==> config.mk <==
export PLATFORM = sky130hd
export DESIGN_NAME = zmod_adc_spi_sched
export DESIGN_NICKNAME = d
export VERILOG_FILES = /design/src/rtl/zmod_adc_spi_sched_pkg.sv /design/src/rtl/zmod_adc_spi_sched_rr_arbiter.sv /design/src/rtl/zmod_adc_spi_sched.sv
export SDC_FILE = /design/constraint.sdc
export NUM_CORES = 1
export LEC_CHECK = 0
export BUFFER_PORTS_ARGS = -buffer_cell sky130_fd_sc_hd__buf_4
export CORE_MARGIN = 3
export CORE_UTILIZATION = 40
export CTS_CLUSTER_DIAMETER = 60
export DETAILED_ROUTE_END_ITERATION = 16
export GPL_TIMING_DRIVEN = 1
export SKIP_LAST_GASP = 1
export SLEW_MARGIN = 20
export SYNTH_ARGS = -nofsm -noshare
export SYNTH_HDL_FRONTEND = slang
export SYNTH_SLANG_ARGS = --single-unit
==> constraint.sdc <==
create_clock -name clk -period 3.5 [get_ports clk]
set_input_delay 0.175 -clock clk [delete_from_list [all_inputs] [get_ports clk]]
set_output_delay 0.175 -clock clk [all_outputs]
set_load 0.005 [all_outputs]
==> src/rtl/zmod_adc_spi_sched_pkg.sv <==
// Shared definitions for the ZMOD ADC (AD9648) SPI scheduler: frame layout,
// FSM states and the register addresses used by the requesters.
package zmod_adc_pkg;

  localparam int FRM_W    = 24;
  localparam int FRM_RW   = 23;
  localparam int FRM_W_HI = 22;
  localparam int FRM_W_LO = 21;
  localparam int FRM_A_HI = 20;
  localparam int FRM_A_LO = 8;
  localparam int FRM_D_HI = 7;
  localparam int FRM_D_LO = 0;

  typedef enum logic [2:0] {
    ST_IDLE,
    ST_SETUP,
    ST_LOW,
    ST_HIGH,
    ST_HOLD,
    ST_GAP
  } state_t;

  localparam logic [12:0] REG_CHSELECT = 13'h005;
  localparam logic [12:0] REG_PWRMODE  = 13'h008;
  localparam logic [12:0] REG_OMODE    = 13'h014;
  localparam logic [12:0] REG_TESTMODE = 13'h00D;

  function automatic logic frame_is_read(input logic [FRM_W-1:0] f);
    return f[FRM_RW];
  endfunction

endpackage

==> src/rtl/zmod_adc_spi_sched_rr_arbiter.sv <==
// Combinational round-robin pick: first requesting index at or after ptr_i,
// wrapping modulo N.
module rr_arbiter #(
  parameter int N  = 3,
  parameter int PW = (N > 1) ? $clog2(N) : 1
) (
  input  logic [N-1:0]  req_i,
  input  logic [PW-1:0] ptr_i,
  output logic [N-1:0]  gnt_o,
  output logic          valid_o
);

  logic [PW-1:0] idx;

  always_comb begin
    gnt_o   = '0;
    valid_o = 1'b0;
    idx     = '0;
    for (int unsigned i = 0; i < N; i++) begin
      idx = PW'((32'(ptr_i) + i) % N);
      if (!valid_o && req_i[idx]) begin
        gnt_o[idx] = 1'b1;
        valid_o    = 1'b1;
      end
    end
  end

endmodule

==> src/rtl/zmod_adc_spi_sched.sv <==
// Round-robin scheduler serialising 24-bit AD9648 register frames onto the
// 3-wire SPI bus; returns the read byte for read frames.
module zmod_adc_spi_sched
  import zmod_adc_pkg::*;
#(
  parameter int N_REQ   = 3,
  parameter int CLK_DIV = 4
) (
  input  logic                  clk,
  input  logic                  rstn,
  input  logic [N_REQ-1:0]      i_req,
  input  logic [24*N_REQ-1:0]   i_frame,
  output logic [N_REQ-1:0]      o_gnt,
  output logic [N_REQ-1:0]      o_done,
  output logic [7:0]            o_rdata,
  output logic                  o_busy,
  output logic                  o_sck,
  output logic                  o_cs,
  output logic                  o_sdio,
  output logic                  o_sdio_oe,
  input  logic                  i_sdio
);

  localparam int PW = (N_REQ > 1) ? $clog2(N_REQ) : 1;
  localparam int HW = (CLK_DIV > 1) ? $clog2(CLK_DIV) : 1;
  localparam logic [HW-1:0] HP_LAST  = HW'(CLK_DIV - 1);
  localparam logic [PW-1:0] IDX_LAST = PW'(N_REQ - 1);

  state_t             state_q, state_d;
  logic [HW-1:0]      hp_q, hp_d;
  logic [4:0]         cnt_q, cnt_d;
  logic [FRM_W-1:0]   sh_q, sh_d;
  logic [7:0]         rsh_q, rsh_d;
  logic               rw_q, rw_d;
  logic [PW-1:0]      owner_q, owner_d;
  logic [PW-1:0]      ptr_q, ptr_d;
  logic               sck_q, sck_d, cs_q, cs_d, sdio_q, sdio_d, oe_q, oe_d;
  logic               busy_q, busy_d;
  logic [N_REQ-1:0]   gnt_q, gnt_d, done_q, done_d;
  logic [7:0]         rdata_q, rdata_d;

  logic [N_REQ-1:0]   arb_gnt;
  logic               arb_valid;
  logic [PW-1:0]      sel_idx;
  logic [FRM_W-1:0]   sel_frame;
  logic               hp_last;

  rr_arbiter #(.N(N_REQ), .PW(PW)) u_arb (
    .req_i   (i_req),
    .ptr_i   (ptr_q),
    .gnt_o   (arb_gnt),
    .valid_o (arb_valid)
  );

  always_comb begin
    sel_idx   = '0;
    sel_frame = '0;
    for (int unsigned i = 0; i < N_REQ; i++) begin
      if (arb_gnt[i]) begin
        sel_idx   = PW'(i);
        sel_frame = i_frame[24*i +: 24];
      end
    end
  end

  assign hp_last = (hp_q == HP_LAST);

  always_ff @(posedge clk) begin
    if (!rstn) begin
      state_q <= ST_IDLE;
      hp_q    <= '0;
      cnt_q   <= '0;
      sh_q    <= '0;
      rsh_q   <= '0;
      rw_q    <= 1'b0;
      owner_q <= '0;
      ptr_q   <= '0;
      sck_q   <= 1'b1;
      cs_q    <= 1'b1;
      sdio_q  <= 1'b0;
      oe_q    <= 1'b0;
      busy_q  <= 1'b0;
      gnt_q   <= '0;
      done_q  <= '0;
      rdata_q <= '0;
    end else begin
      state_q <= state_d;
      hp_q    <= hp_d;
      cnt_q   <= cnt_d;
      sh_q    <= sh_d;
      rsh_q   <= rsh_d;
      rw_q    <= rw_d;
      owner_q <= owner_d;
      ptr_q   <= ptr_d;
      sck_q   <= sck_d;
      cs_q    <= cs_d;
      sdio_q  <= sdio_d;
      oe_q    <= oe_d;
      busy_q  <= busy_d;
      gnt_q   <= gnt_d;
      done_q  <= done_d;
      rdata_q <= rdata_d;
    end
  end

  always_comb begin
    state_d = state_q;
    hp_d    = hp_last ? '0 : hp_q + 1'b1;
    unique case (state_q)
      ST_IDLE: begin
        hp_d = '0;
        if (arb_valid) state_d = ST_SETUP;
      end
      ST_SETUP: if (hp_last) state_d = ST_LOW;
      ST_LOW:   if (hp_last) state_d = ST_HIGH;
      ST_HIGH:  if (hp_last) state_d = (cnt_q == '0) ? ST_HOLD : ST_LOW;
      ST_HOLD:  if (hp_last) state_d = ST_GAP;
      ST_GAP:   if (hp_last) state_d = ST_IDLE;
      default:  state_d = ST_IDLE;
    endcase
  end

  // Outputs are registered, so each pin value is produced on the edge that
  // enters the phase it belongs to.
  always_comb begin
    cnt_d   = cnt_q;
    sh_d    = sh_q;
    rsh_d   = rsh_q;
    rw_d    = rw_q;
    owner_d = owner_q;
    ptr_d   = ptr_q;
    sck_d   = sck_q;
    cs_d    = cs_q;
    sdio_d  = sdio_q;
    oe_d    = oe_q;
    busy_d  = busy_q;
    gnt_d   = '0;
    done_d  = '0;
    rdata_d = rdata_q;
    unique case (state_q)
      ST_IDLE: begin
        busy_d = arb_valid;
        if (arb_valid) begin
          gnt_d   = arb_gnt;
          sh_d    = sel_frame;
          rw_d    = frame_is_read(sel_frame);
          owner_d = sel_idx;
          ptr_d   = (sel_idx == IDX_LAST) ? '0 : sel_idx + 1'b1;
          cnt_d   = 5'd23;
          rsh_d   = '0;
          cs_d    = 1'b0;
          sck_d   = 1'b1;
          oe_d    = 1'b1;
          sdio_d  = sel_frame[FRM_RW];
        end
      end
      ST_SETUP: begin
        if (hp_last) begin
          sck_d  = 1'b0;
          sdio_d = sh_q[FRM_W-1];
        end
      end
      ST_LOW: if (hp_last) sck_d = 1'b1;
      ST_HIGH: begin
        if (hp_last) begin
          cnt_d = cnt_q - 1'b1;
          if (rw_q && cnt_q <= 5'd7) rsh_d = {rsh_q[6:0], i_sdio};
          if (cnt_q != '0) begin
            sck_d  = 1'b0;
            sh_d   = {sh_q[FRM_W-2:0], 1'b0};
            sdio_d = sh_q[FRM_W-2];
            // Release SDIO before the slave starts driving the data byte.
            if (rw_q && cnt_q == 5'd8) oe_d = 1'b0;
          end
        end
      end
      ST_HOLD: begin
        if (hp_last) begin
          cs_d   = 1'b1;
          oe_d   = 1'b0;
          sdio_d = 1'b0;
        end
      end
      ST_GAP: begin
        if (hp_last) begin
          done_d[owner_q] = 1'b1;
          if (rw_q) rdata_d = rsh_q;
        end
      end
      default: ;
    endcase
  end

  assign o_gnt     = gnt_q;
  assign o_done    = done_q;
  assign o_rdata   = rdata_q;
  assign o_busy    = busy_q;
  assign o_sck     = sck_q;
  assign o_cs      = cs_q;
  assign o_sdio    = sdio_q;
  assign o_sdio_oe = oe_q;

endmodule

==> flow_results.org <==
** Setup path
- Among all stages on the critical path, the largest delay is contributed by sky130_fd_sc_hd__ha_1.
- Worst path arrival time :: roughly 3 ns
- STA classifies the critical path startpoint as a register.
- On the worst path, the slowest cell contributes a delay of 0.45 ns.
- The critical path is of the register to register type.
- The signal on the critical path passes through inv_1, ha_1, mux2_4, and2_1, o41ai_4, a21o_1, nand3b_1, buf_4, o211ai_1.
- Data on the critical path is required at its endpoint by 3.72 ns.
- The worst setup path is captured at a register.
- In this run the worst path has a maximum fanout of 22.

** Drt
- The detail route stage leaves a number of antenna-violating nets equal to 0.
- First DRT Iteration DRCs :: 232
- Total Wirelength :: 11400 um
- Detail-routed via count per cell :: 5.73
- Vias post-DR :: 3900
- Final routed DRC violation total :: 0
- For this run, the detailed router's first-pass iteration total came to 4.
- Dividing the detail-routed wire length by the instance count gives 16.7 um.

** Timing
- For the final routed database, the setup TNS stands at 0 ns.
- The final hold violation count was 0.
- Setup repair after global routing left no endpoint under its margin.
- Dividing the final minimum period by the clock period gives 82.0%.
- Fin. max-slew vios :: 0
- Based on the critical path, the design can be clocked at up to 348 MHz.
- Clock period minus worst slack :: 2.87 ns
- On the final layout, the worst hold slack is ~0.091 ns.
- For the pin with the worst max-slew slack, the measured transition is about 0.9 ns.
- Setup violations remaining at the end of the flow were counted as 0.
- Final setup skew :: between 0.01 and 0.015 ns
- Relative slew margins :: 41.3%

** Finish
- Nets@finish :: between 600 and 700
- Number of inserted diodes :: 0
- Final std cell area, no fill :: 4860 um^2
- Share of the core filled with cells :: 52.2%
- From synthesis to final layout, the design area changed by 26.1%.
- In the final layout, the share of cells above drive strength 1 is about 28%.

** Power and ir drop
- Logic pwr share :: 35.7%
- Registers are responsible for approximately a third of the overall power.
- Internal power component :: about 1700 uW
- In this run the static leakage power is 0.00201 uW.
- The clock network accounts for between 20 and 30% of the total power.
- PnR Total Power :: 2710 uW
- For this design the total switching power over the nets is 988 uW.
- Net Sw Frac :: 36.4%
- In this run the power density over the cells is 558 nW/um^2.
- The worst-case IR drop observed on VDD is 0.267 mV.

** Global routing
- Total GRT Usage :: 20.2%
- The via count of the first global-routing pass is 3699.
- Global-route wire length before repair :: 18400 um
- Initial antenna violation count :: 0
- Entering global routing, the biggest net connects 45 pins.
- Leftover overflow at the end of global routing :: 0

** Synthesis
- Primary FF master, synth :: sky130_fd_sc_hd__dfxtp_1
- Counting every net in the synthesized netlist gives 557.
- Synthesized area divided by synthesized cell count :: 8.19 um^2
- Post-Synth Simple-Gate Area :: 18.2%
- Combined area of all synthesized cells :: 3860 um^2
- Proportion of synthesized area in mux cells :: 3.54%
- Library cell with the largest summed area after synthesis :: sky130_fd_sc_hd__dfxtp_1
- Summing the areas of all compound-gate instances in the mapped netlist gives around a third of the synthesized area.
- Number of library cell types mapped by synthesis :: 61
- Synthesis inferred 65 register bits.
- For this run, asynchronously set or reset flops after synthesis account for 0%.
- Top area cells in the synthesized netlist :: sky130_fd_sc_hd__dfxtp_1 (34%), sky130_fd_sc_hd__o211ai_2 (6.2%), sky130_fd_sc_hd__nand2_1 (5.2%)
- Sequential-to-total area share from yosys stat :: 33.7%
- Main combinational cell family by area after synthesis :: compound AO/OA/AOI/OAI gates
- Summing the areas of all fa, ha and maj instances in the mapped netlist gives 2.85% of the synthesized area.
- Synth warnings :: 0
- In the synthesized netlist, the number of instances is 471.
- Top cell type's share of synthesized area :: about a third
- Post-synthesis xor/xnor area fraction :: less than 1%
- The synthesized design contains 0 enable-type register cells.

** Floorplan
- Number of top-level pins :: 97
- The die covers 10900 um^2.
- Initial Utilization :: 41.4%
- From bottom edge to top edge, the die measures 104 um.
- Core area :: 9330 um^2
- Number of placement rows :: 35
- Overall die width :: 104 um

** Placed design
- Routability-driven placement finished with a final weighted congestion of approximately 0.86.
- During placement, the flow inserted port buffers numbering between 90 and 100.
- The placed instances occupy a cell area of roughly 4600 um^2.
- DP Wirelength :: approximately 7900 um

** Status
- Outcome :: finished, final reports clean

** Clocking
- Worst skew pair latency :: 0.34 ns
- The clock passes through at most 2 buffers.
- Total of cells resized after clock tree synthesis :: 0
- For this design, the CTS-stage hold fixing added 0 buffers.
- The clock net in this run drives a total of 65 sinks.
- Post-CTS timing repair inserted 0 buffers for setup.
- After clock tree synthesis, the clock-pin slew on the worst setup and hold paths is 0.08 ns.
- TritonCTS built the clock tree.
- In this run the clock root is driven by a sky130_fd_sc_hd__clkbuf_8.
- H-tree depth :: 3
- Inserted Clock Buffers :: 9

** Run
- Across the run, the number of max-cap violations was 0.

** Hold path
- The min-delay analysis places its worst path in the category input port to register.
==> sequential cells by signal, indices dropped and copies added, names as in the netlist, 2 cells and up <==
| name | count |
|---|---|
| o_done | 3 |
| o_gnt | 3 |
| o_rdata | 8 |
| hp_q | 2 |
| rsh_q | 8 |
| state_q | 3 |
| sh_q | 24 |
| cnt_q | 5 |
| ptr_q | 2 |
==> worst max-delay path: cells and delay by family (launching register included) <==
kind	cells	cell delay, ns
DFF	1	0.36
AOI/OAI and AO/OA	3	0.80
adders and majority gates	1	0.45
buffers and inverters	2	0.46
muxes	1	0.37
and+or+nand+nor	2	0.30
==> power by group through the flow <==
stage | clock network (uW) | registers [uW] | logic (uW)
3_3_place_gp | 0 | 964 | 948
6_report | 795 | 951 | 969
4_1_cts | 820 | 949 | 966
5_1_grt | 846 | 968 | 1060
3_5_place_dp | 0 | 964 | 963
2_1_floorplan | 0 | 943 | 700
==> final timing paths <==
kind	start	endpoint	slack (ns)	depth (start not counted)
max	ptr_q[1]$_SDFFE_PN0P_	sh_q[5]$_SDFFE_PN0P_	0.63	9
max reg2reg	ptr_q[1]$_SDFFE_PN0P_	sh_q[5]$_SDFFE_PN0P_	0.63	9
min	i_sdio	rsh_q[0]$_SDFFE_PN0P_	0.09	3
min reg2reg	hp_q[0]$_SDFF_PP0_	hp_q[0]$_SDFF_PP0_	0.44	1
==> logic make-up after synthesis <==
family,count (synthesis)
fa+ha+maj,9
buf+inv,56
mux,13
compound gates,172
simple gates,153
xor+xnor,3
flops,65
==> per-stage QoR <==
stage               setup slack [ns]  cells
finish                         0.629    681
global route                   0.398    681
CTS                            0.618    681
detailed placement             0.632    665
global placement               0.732    665
floorplan                       1.11    471
==> layout make-up <==
type	count	area, um^2
fillers	937	4460
multi-input cells	350	2290
flip-flops and latches	65	1300
repair buffers	108	811
well taps	129	161
clock inverters	7	125
clock buffers	9	124
inverters	13	48.8
==> cell usage in the layout (no fill, tap or decap), drive strengths merged, types with 3 or more instances in the layout <==
| cell | n |
|---|---|
| a211o | 22 |
| a21oi | 24 |
| a22oi | 4 |
| a31oi | 23 |
| and3 | 5 |
| buf | 108 |
| bufinv | 3 |
| clkbuf | 9 |
| clkinv | 3 |
| dfxtp | 65 |
| ha | 8 |
| inv | 14 |
| mux2i | 11 |
| nand2 | 53 |
| nand3 | 16 |
| nand3b | 3 |
| nor2 | 50 |
| nor3 | 8 |
| nor3b | 3 |
| o211ai | 22 |
| o21ai | 30 |
| o221ai | 22 |
| o31ai | 3 |
| o32ai | 3 |
==> layer usage <==
metal  GRT usage, %  part of all wire [%]  vias up
met2           32.1                    47      107
met5              0                     0        -
li1               -                     -     1918
met3           4.22                   5.2        4
met4           4.37                  0.53        0
met1           28.4                    47     1871
==> cell usage after synthesis (all sizes together) (2+ instances only) <==
cell type	count
nor4b	2
nand3b	3
nand4	2
xor2	2
o211ai	22
mux2i	11
a311oi	2
a22o	2
a22oi	4
buf	19
nand3	16
a211o	22
dfxtp	65
a211oi	2
o32ai	3
mux2	2
o221ai	22
o31ai	3
o41ai	2
nand2	53
and3	5
a21oi	24
o21ai	30
nor3b	3
o22ai	2
inv	12
and2	2
ha	8
nor3	8
clkbuf	24
a31oi	23
nor2	50
No activity file was read; power rests on OpenSTA's default activity.
